<file path="src/rtl/baby_alu_pkg.sv">
// Shared constants for the baby_alu accumulator datapath.
package baby_alu_pkg;

    // Opcode class field, opcode[3:2]
    localparam logic [1:0] CLS_SYSTEM = 2'b00;
    localparam logic [1:0] CLS_MATH   = 2'b01;
    localparam logic [1:0] CLS_LOGIC  = 2'b10;

    // Function field, opcode[1:0]
    localparam logic [1:0] FN_NOOP  = 2'b00;
    localparam logic [1:0] FN_RESET = 2'b01;
    localparam logic [1:0] FN_ADD   = 2'b01;
    localparam logic [1:0] FN_AND   = 2'b01;

    // Full opcodes
    localparam logic [3:0] OP_NOOP  = {CLS_SYSTEM, FN_NOOP};
    localparam logic [3:0] OP_RESET = {CLS_SYSTEM, FN_RESET};
    localparam logic [3:0] OP_ADD   = {CLS_MATH,   FN_ADD};
    localparam logic [3:0] OP_AND   = {CLS_LOGIC,  FN_AND};

endpackage

</file>
<file path="src/rtl/alu_adder.sv">
// Ripple-carry adder built from a chain of full adders, carry-in tied low.
module alu_adder
    import baby_alu_pkg::*;
#(
    parameter int WIDTH = 2
) (
    input  logic [WIDTH-1:0] a,
    input  logic [WIDTH-1:0] b,
    output logic [WIDTH-1:0] sum,
    output logic             cout
);

    logic [WIDTH:0] cy;

    assign cy[0] = 1'b0;

    for (genvar i = 0; i < WIDTH; i++) begin : g_fa
        // One full-adder stage: sum bit and ripple carry into the next stage
        assign sum[i]   = a[i] ^ b[i] ^ cy[i];
        assign cy[i+1]  = (a[i] & b[i]) | (cy[i] & (a[i] ^ b[i]));
    end

    assign cout = cy[WIDTH];

endmodule

</file>
<file path="src/rtl/baby_alu.sv">
// Two-operand accumulator ALU: combines operand A with the accumulator
// under a 4-bit opcode; the selected result is written back every edge.
module baby_alu
    import baby_alu_pkg::*;
#(
    parameter int WIDTH = 2
) (
    input  logic             clk,
    input  logic             rst,
    input  logic [WIDTH-1:0] A,
    input  logic [WIDTH-1:0] B,
    input  logic [3:0]       opcode,
    output logic [WIDTH-1:0] C,
    output logic [WIDTH-1:0] acc,
    output logic             carry
);

    logic [WIDTH-1:0] add_sum;
    logic             add_cout;
    logic [WIDTH-1:0] and_res;
    logic [WIDTH-1:0] chan [16];

    // B is a reserved port with no internal function
    logic unused_b;
    assign unused_b = ^B;

    alu_adder #(.WIDTH(WIDTH)) u_adder (
        .a    (acc),
        .b    (A),
        .sum  (add_sum),
        .cout (add_cout)
    );

    assign and_res = acc & A;

    // 16-way opcode-indexed result mux; unused channels read as zero,
    // so any undefined opcode behaves like RESET
    always_comb begin
        for (int i = 0; i < 16; i++) begin
            chan[i] = '0;
        end
        chan[OP_NOOP]  = acc;
        chan[OP_RESET] = '0;
        chan[OP_ADD]   = add_sum;
        chan[OP_AND]   = and_res;
    end

    assign C     = chan[opcode];
    assign carry = (opcode == OP_ADD) & add_cout;

    // Accumulator: async clear, otherwise captures the selected result
    always_ff @(posedge clk or posedge rst) begin
        if (rst) begin
            acc <= '0;
        end else begin
            acc <= C;
        end
    end

endmodule

</file>
<file path="config.mk">
export PLATFORM = sky130hd
export DESIGN_NAME = baby_alu
export DESIGN_NICKNAME = d
export VERILOG_FILES = /design/src/rtl/baby_alu_pkg.sv /design/src/rtl/alu_adder.sv /design/src/rtl/baby_alu.sv
export SDC_FILE = /design/constraint.sdc
export NUM_CORES = 1
export LEC_CHECK = 0
export ABC_AREA = 1
export CAP_MARGIN = 15
export CORE_AREA = 2 2 39 41
export CTS_BUF_LIST = sky130_fd_sc_hd__clkbuf_4
export DETAILED_ROUTE_END_ITERATION = 8
export DIE_AREA = 0 0 41 43
export HOLD_SLACK_MARGIN = 0.05
export PLACE_DENSITY = 0.45
export SETUP_SLACK_MARGIN = 0.15
export SYNTH_ARGS = -nofsm -noshare
export SYNTH_HDL_FRONTEND = slang
export SYNTH_HIERARCHICAL = 1
export SYNTH_SLANG_ARGS = --single-unit
</file>
<file path="constraint.sdc">
create_clock -name clk -period 1.6 [get_ports clk]
set_input_delay 0.16 -clock clk [delete_from_list [all_inputs] [get_ports clk]]
set_output_delay 0.16 -clock clk [all_outputs]
set_load 0.01 [all_outputs]
</file>
### After elaboration in Yosys (flattened, before gate mapping)

Cells that the tools add are included.

* div/mod/pow operators: 0
* multiply operators: 0
* bitwise operators: 10
* shift operators: 0
* add/subtract/negate cells: 0
* equality and inequality tests: 1
* reductions and logical operators: 0
* mux-type cells: 3
* $lt $le $gt $ge: 1

Operators with widths (count)
* $bmux W2 S4: 1
* $ge A5 B5 Y1 const B: 1
* $not A4 Y5: 1
* $and A1 B1 Y1: 4
* $eq A4 B3 Y1 const B: 1
* $mux W2: 2
* $xor A1 B1 Y1: 3
* $and A2 B2 Y2: 1
* $or A1 B1 Y1: 1

* word-level logic and storage cells: 16
* RAM bits: 0
* register bits after elaboration: 2
* bits in read-only memories: 0
* memories: 0
* latch bits: 0
* output and inout port bits: 5

### Depth between registers and ports, before layout

* word-level depth: 5
* depth in mapped cells: 10
* gate-level depth less buffers: 10

### Modules after synthesis

Netlist, hierarchy kept.

Modules (own cells, without submodules)
* baby_alu: cells each 29, times used 1, area an instance 166.4 µm²
* alu_adder: cells each 7, times used 1, area an instance 51.3 µm²

### Least setup slack after synthesis

OpenSTA, ideal clock, no wires.

* path kind: register -> output
* start: register acc[0]
* end: output port C[1]
* path slack: 10 ps
* arrival time: 1430 ps
* buffers on the path: 0
* stages on the path, launching flop included: 11
* cell sequence: dfrtp_1 -> ha_1 -> inv_1 -> fa_1 -> inv_1 -> nand2_1 -> inv_1 -> nand2_1 -> nand2_1 -> nand2_1 -> nand2_1

* longest elaborated chain between the ends: 5

Ends and longest elaborated chain
* start, declared: line baby_alu.sv:14 `output logic [WIDTH-1:0] acc,`
* start signal, assigned: line baby_alu.sv:54 `acc <= '0;`
* start signal, assigned: line baby_alu.sv:56 `acc <= C;`
* $and A1 B1 Y1: line alu_adder.sv:20 `assign cy[i+1] = (a[i] & b[i]) | (cy[i] & (a[i] ^ b[i]));`
* $xor A1 B1 Y1: line alu_adder.sv:19 `assign sum[i] = a[i] ^ b[i] ^ cy[i];`
* via add_sum[1]: line baby_alu.sv:18 `logic [WIDTH-1:0] add_sum;`
* $bmux W2 S4: line baby_alu.sv:48 `assign C = chan[opcode];`
* $mux W2 (implied by the code) (2 in a row): line baby_alu.sv:48
* end, declared: line baby_alu.sv:13 `output logic [WIDTH-1:0] C,`

The timed path passes the listed nets, and every way through them passes these cells. The select of a mux whose other input is x is not followed.

### Worst setup path after layout

Same ends and word-level chain as after synthesis.

==> summary.txt <==
Die
  – Die W: about 41 um
  – Die area: roughly 0.0018 mm^2
  – I/O pin count: 15
  – Core area: 0.001384 mm^2
  – Chip Height: between 40 and 50 um
  – Initial core utilization: 0.1573
  – # rows: 14

CTS
  – CTS H-Tree Depth: 1
  – Clock Path Buffers: 2
  – CTS tree: done
  – TritonCTS Buffers: 3
  – TritonCTS Sinks: 2
  – Hold buffer count at CTS: 0
  – Worst skew pair latency: 0.22 ns
  – CTS root buf: clkbuf_4
  – Worst-path clk slew: around 0.03 ns

Job
  – Maxcap violations: 0

Place
  – Final HPWL DP: 476.3 um
  – RD Place Congestion: roughly 0.77
  – # port buffers: 12

Worst setup path
  – Crit-path max FO: 2
  – CP required: ~1.4 ns
  – Startpoint types: flip-flop
  – Worst EP arrival: roughly 1.7 ns
  – Critical path class: reg -> out
  – Critical Path Sink Type: output port

Power
  – Leak: ~0.25 nW
  – Tot Pwr: 0.0002171 W
  – Worst VDD drop: 303.3 uV
  – PwrDens: 493.0 mW/mm^2

STA
  – Final Hold Fails: 0
  – Fmax: 0.5307 GHz
  – RSZ-0062 raised after global routing: yes
  – Fin Hold WS: a little over 0.09 ns
  – Skew final: 0.0003474 ns
  – Final worst path period share: 1.178
  – Fin worst setup slack: -0.2843 ns
  – Worst slew pin tran: between 0.15 and 0.2 ns
  – Endpoints failing setup: 2
  – Setup tns final: -0.3789 ns
  – Minimum clock period after layout: 1.884 ns
  – Max_slew headroom: 0.8729
  – Final Max Tran Viols: 0

Run status
  – Status: finished, violations left
  – Violated checks: negative setup slack

Drt
  – WL/cell: between 8 and 9 um
  – DRC Markers: 0
  – TritonRoute pass-1 iters: 4
  – Routed wire length: 615 um
  – DRT iter0 DRCs: 3
  – Antenna-violating nets left: 0
  – DR vias: 291
  – Vias/cell: about 3.9

GRT
  – Vias in the first global route: a little under 300
  – Largest net degree at the start of global routing: 6
  – Global-route wire length before repair: about 1100 um
  – GRT Total Usage: 0.09980
  – Initial antenna violation count: 0
  – Grt total ovfl: 0

Synthesis
  – Area leader, netlist: dfrtp_1
  – #FFs+latches synth: 2
  – Main flop type after synthesis: dfrtp_1
  – Most frequent cell after synthesis: nand2_1
  – Ys Warns: 6
  – FFs w/ async S/R, synth: 1.000
  – Unique cell type count in the Yosys netlist: 11
  – Average size of a mapped cell: between 6 and 7 um^2
  – Synth top area share: 0.2299
  – Cell Area, Synth: 217.7 um^2
  – Top cells by area, synth: dfrtp_1, nand2_1, inv_1
  – Seq/Total Area, Yosys: 0.2299
  – Commonest cells in the netlist: nand2_1, inv_1, nor2_1
  – Post-synth EDFFs: 0
  – Syn nets: between 40 and 50
  – Syn Inst Count: 36

Final layout
  – Area grow syn2layout: 102.3%
  – Nets: between 70 and 80
  – Most flop-heavy register: acc
  – Layout cells sized above 1: 0.3448
  – # diodes: 0
  – Top Registers: acc x2
  – Max reg flops: 2

Worst hold path
  – Hold crit path type: in -> async
==> final timing paths <==
check / start / end / slack, ns / depth (start not counted)
worst max-delay path: acc[0]$_DFF_PP0_ / C[1] / -0.28 / 11
worst min-delay path: rst / acc[1]$_DFF_PP0_ / 0.09 / 2
worst max register to register: acc[0]$_DFF_PP0_ / acc[1]$_DFF_PP0_ / 0.10 / 10
worst min register to register: acc[1]$_DFF_PP0_ / acc[1]$_DFF_PP0_ / 0.79 / 5
max in group asynchronous: rst / acc[0]$_DFF_PP0_ / 1.40 / 2
min in group clk: A[1] / acc[1]$_DFF_PP0_ / 0.61 / 3
==> cells by family (layout without fill, tap and decap cells) <==
logic type / count (synthesis) / count (layout) / share of synthesized area
AND/OR/NAND/NOR: 20 / 20 / 0.4137
adder cells (fa/ha/maj): 2 / 2 / 0.1494
buffers and inverters: 12 / 34 / 0.2069
flip-flops: 2 / 2 / 0.2299
==> critical path, cell delays in order (launching register included) <==
cell	delay, ns
dfrtp_1	0.35
ha_2	0.18
inv_2	0.03
fa_1	0.47
inv_1	0.04
nand2_1	0.05
inv_1	0.04
nand2_1	0.05
nand2_1	0.05
nand2_1	0.07
nand2_2	0.06
buf_6	0.12
==> stage by stage <==
step	utilization	cells	setup slack [ns]	instance area (um^2)
3_5_place_dp	0.2875	68	-0.7640	397.9
2_1_floorplan	-	36	0.04313	227.7
5_1_grt	0.3183	74	-0.3973	440.4
4_1_cts	0.3128	73	-0.2957	432.9
6_report	0.3183	74	-0.2843	440.4
3_3_place_gp	0.2875	68	-0.7449	397.9
==> final cells by class <==
cell class	count	area (um^2)
multi-input cells	22	135.1
repair buffers	19	167.7
flip-flops and latches	2	50.05
well taps	16	20.02
clock buffers	3	22.52
fillers	158	943.4
inverters	12	45.04
==> layout by cell type (no fill, tap or decap) <==
cell             count
clkdlybuf4s50_1      7
buf_2                1
inv_2                2
dfrtp_1              2
nor2_4               1
dlygate4sd2_1        2
nand3_1              1
clkbuf_4             3
ha_2                 1
nand2_2              2
nand2_1             10
fa_1                 1
buf_6                2
nor2_1               3
nand4_1              2
buf_4                7
inv_1               10
nor3_2               1
==> routing by layer <==
metal	wire length, um	track usage
met5	0	0
met4	0	0.06000
met3	47	0.04712
met2	309	0.1313
met1	258	0.1270
==> report_power, final <==
part           internal [W]  switching, W  leakage [nW]
logic             0.0000295     0.0000233         0.208
clock network     0.0000827     0.0000290        0.0138
registers         0.0000521   0.000000590        0.0277
total              0.000164     0.0000528         0.250
==> repair_timing <==
item	4_1_cts	5_1_grt
endpoints found under the hold margin	0	0
resized for setup	18	0
gates cloned	0	0
buffers inserted	2	1
setup endpoints to repair	4	4
No activity file was read; power rests on OpenSTA's default activity.
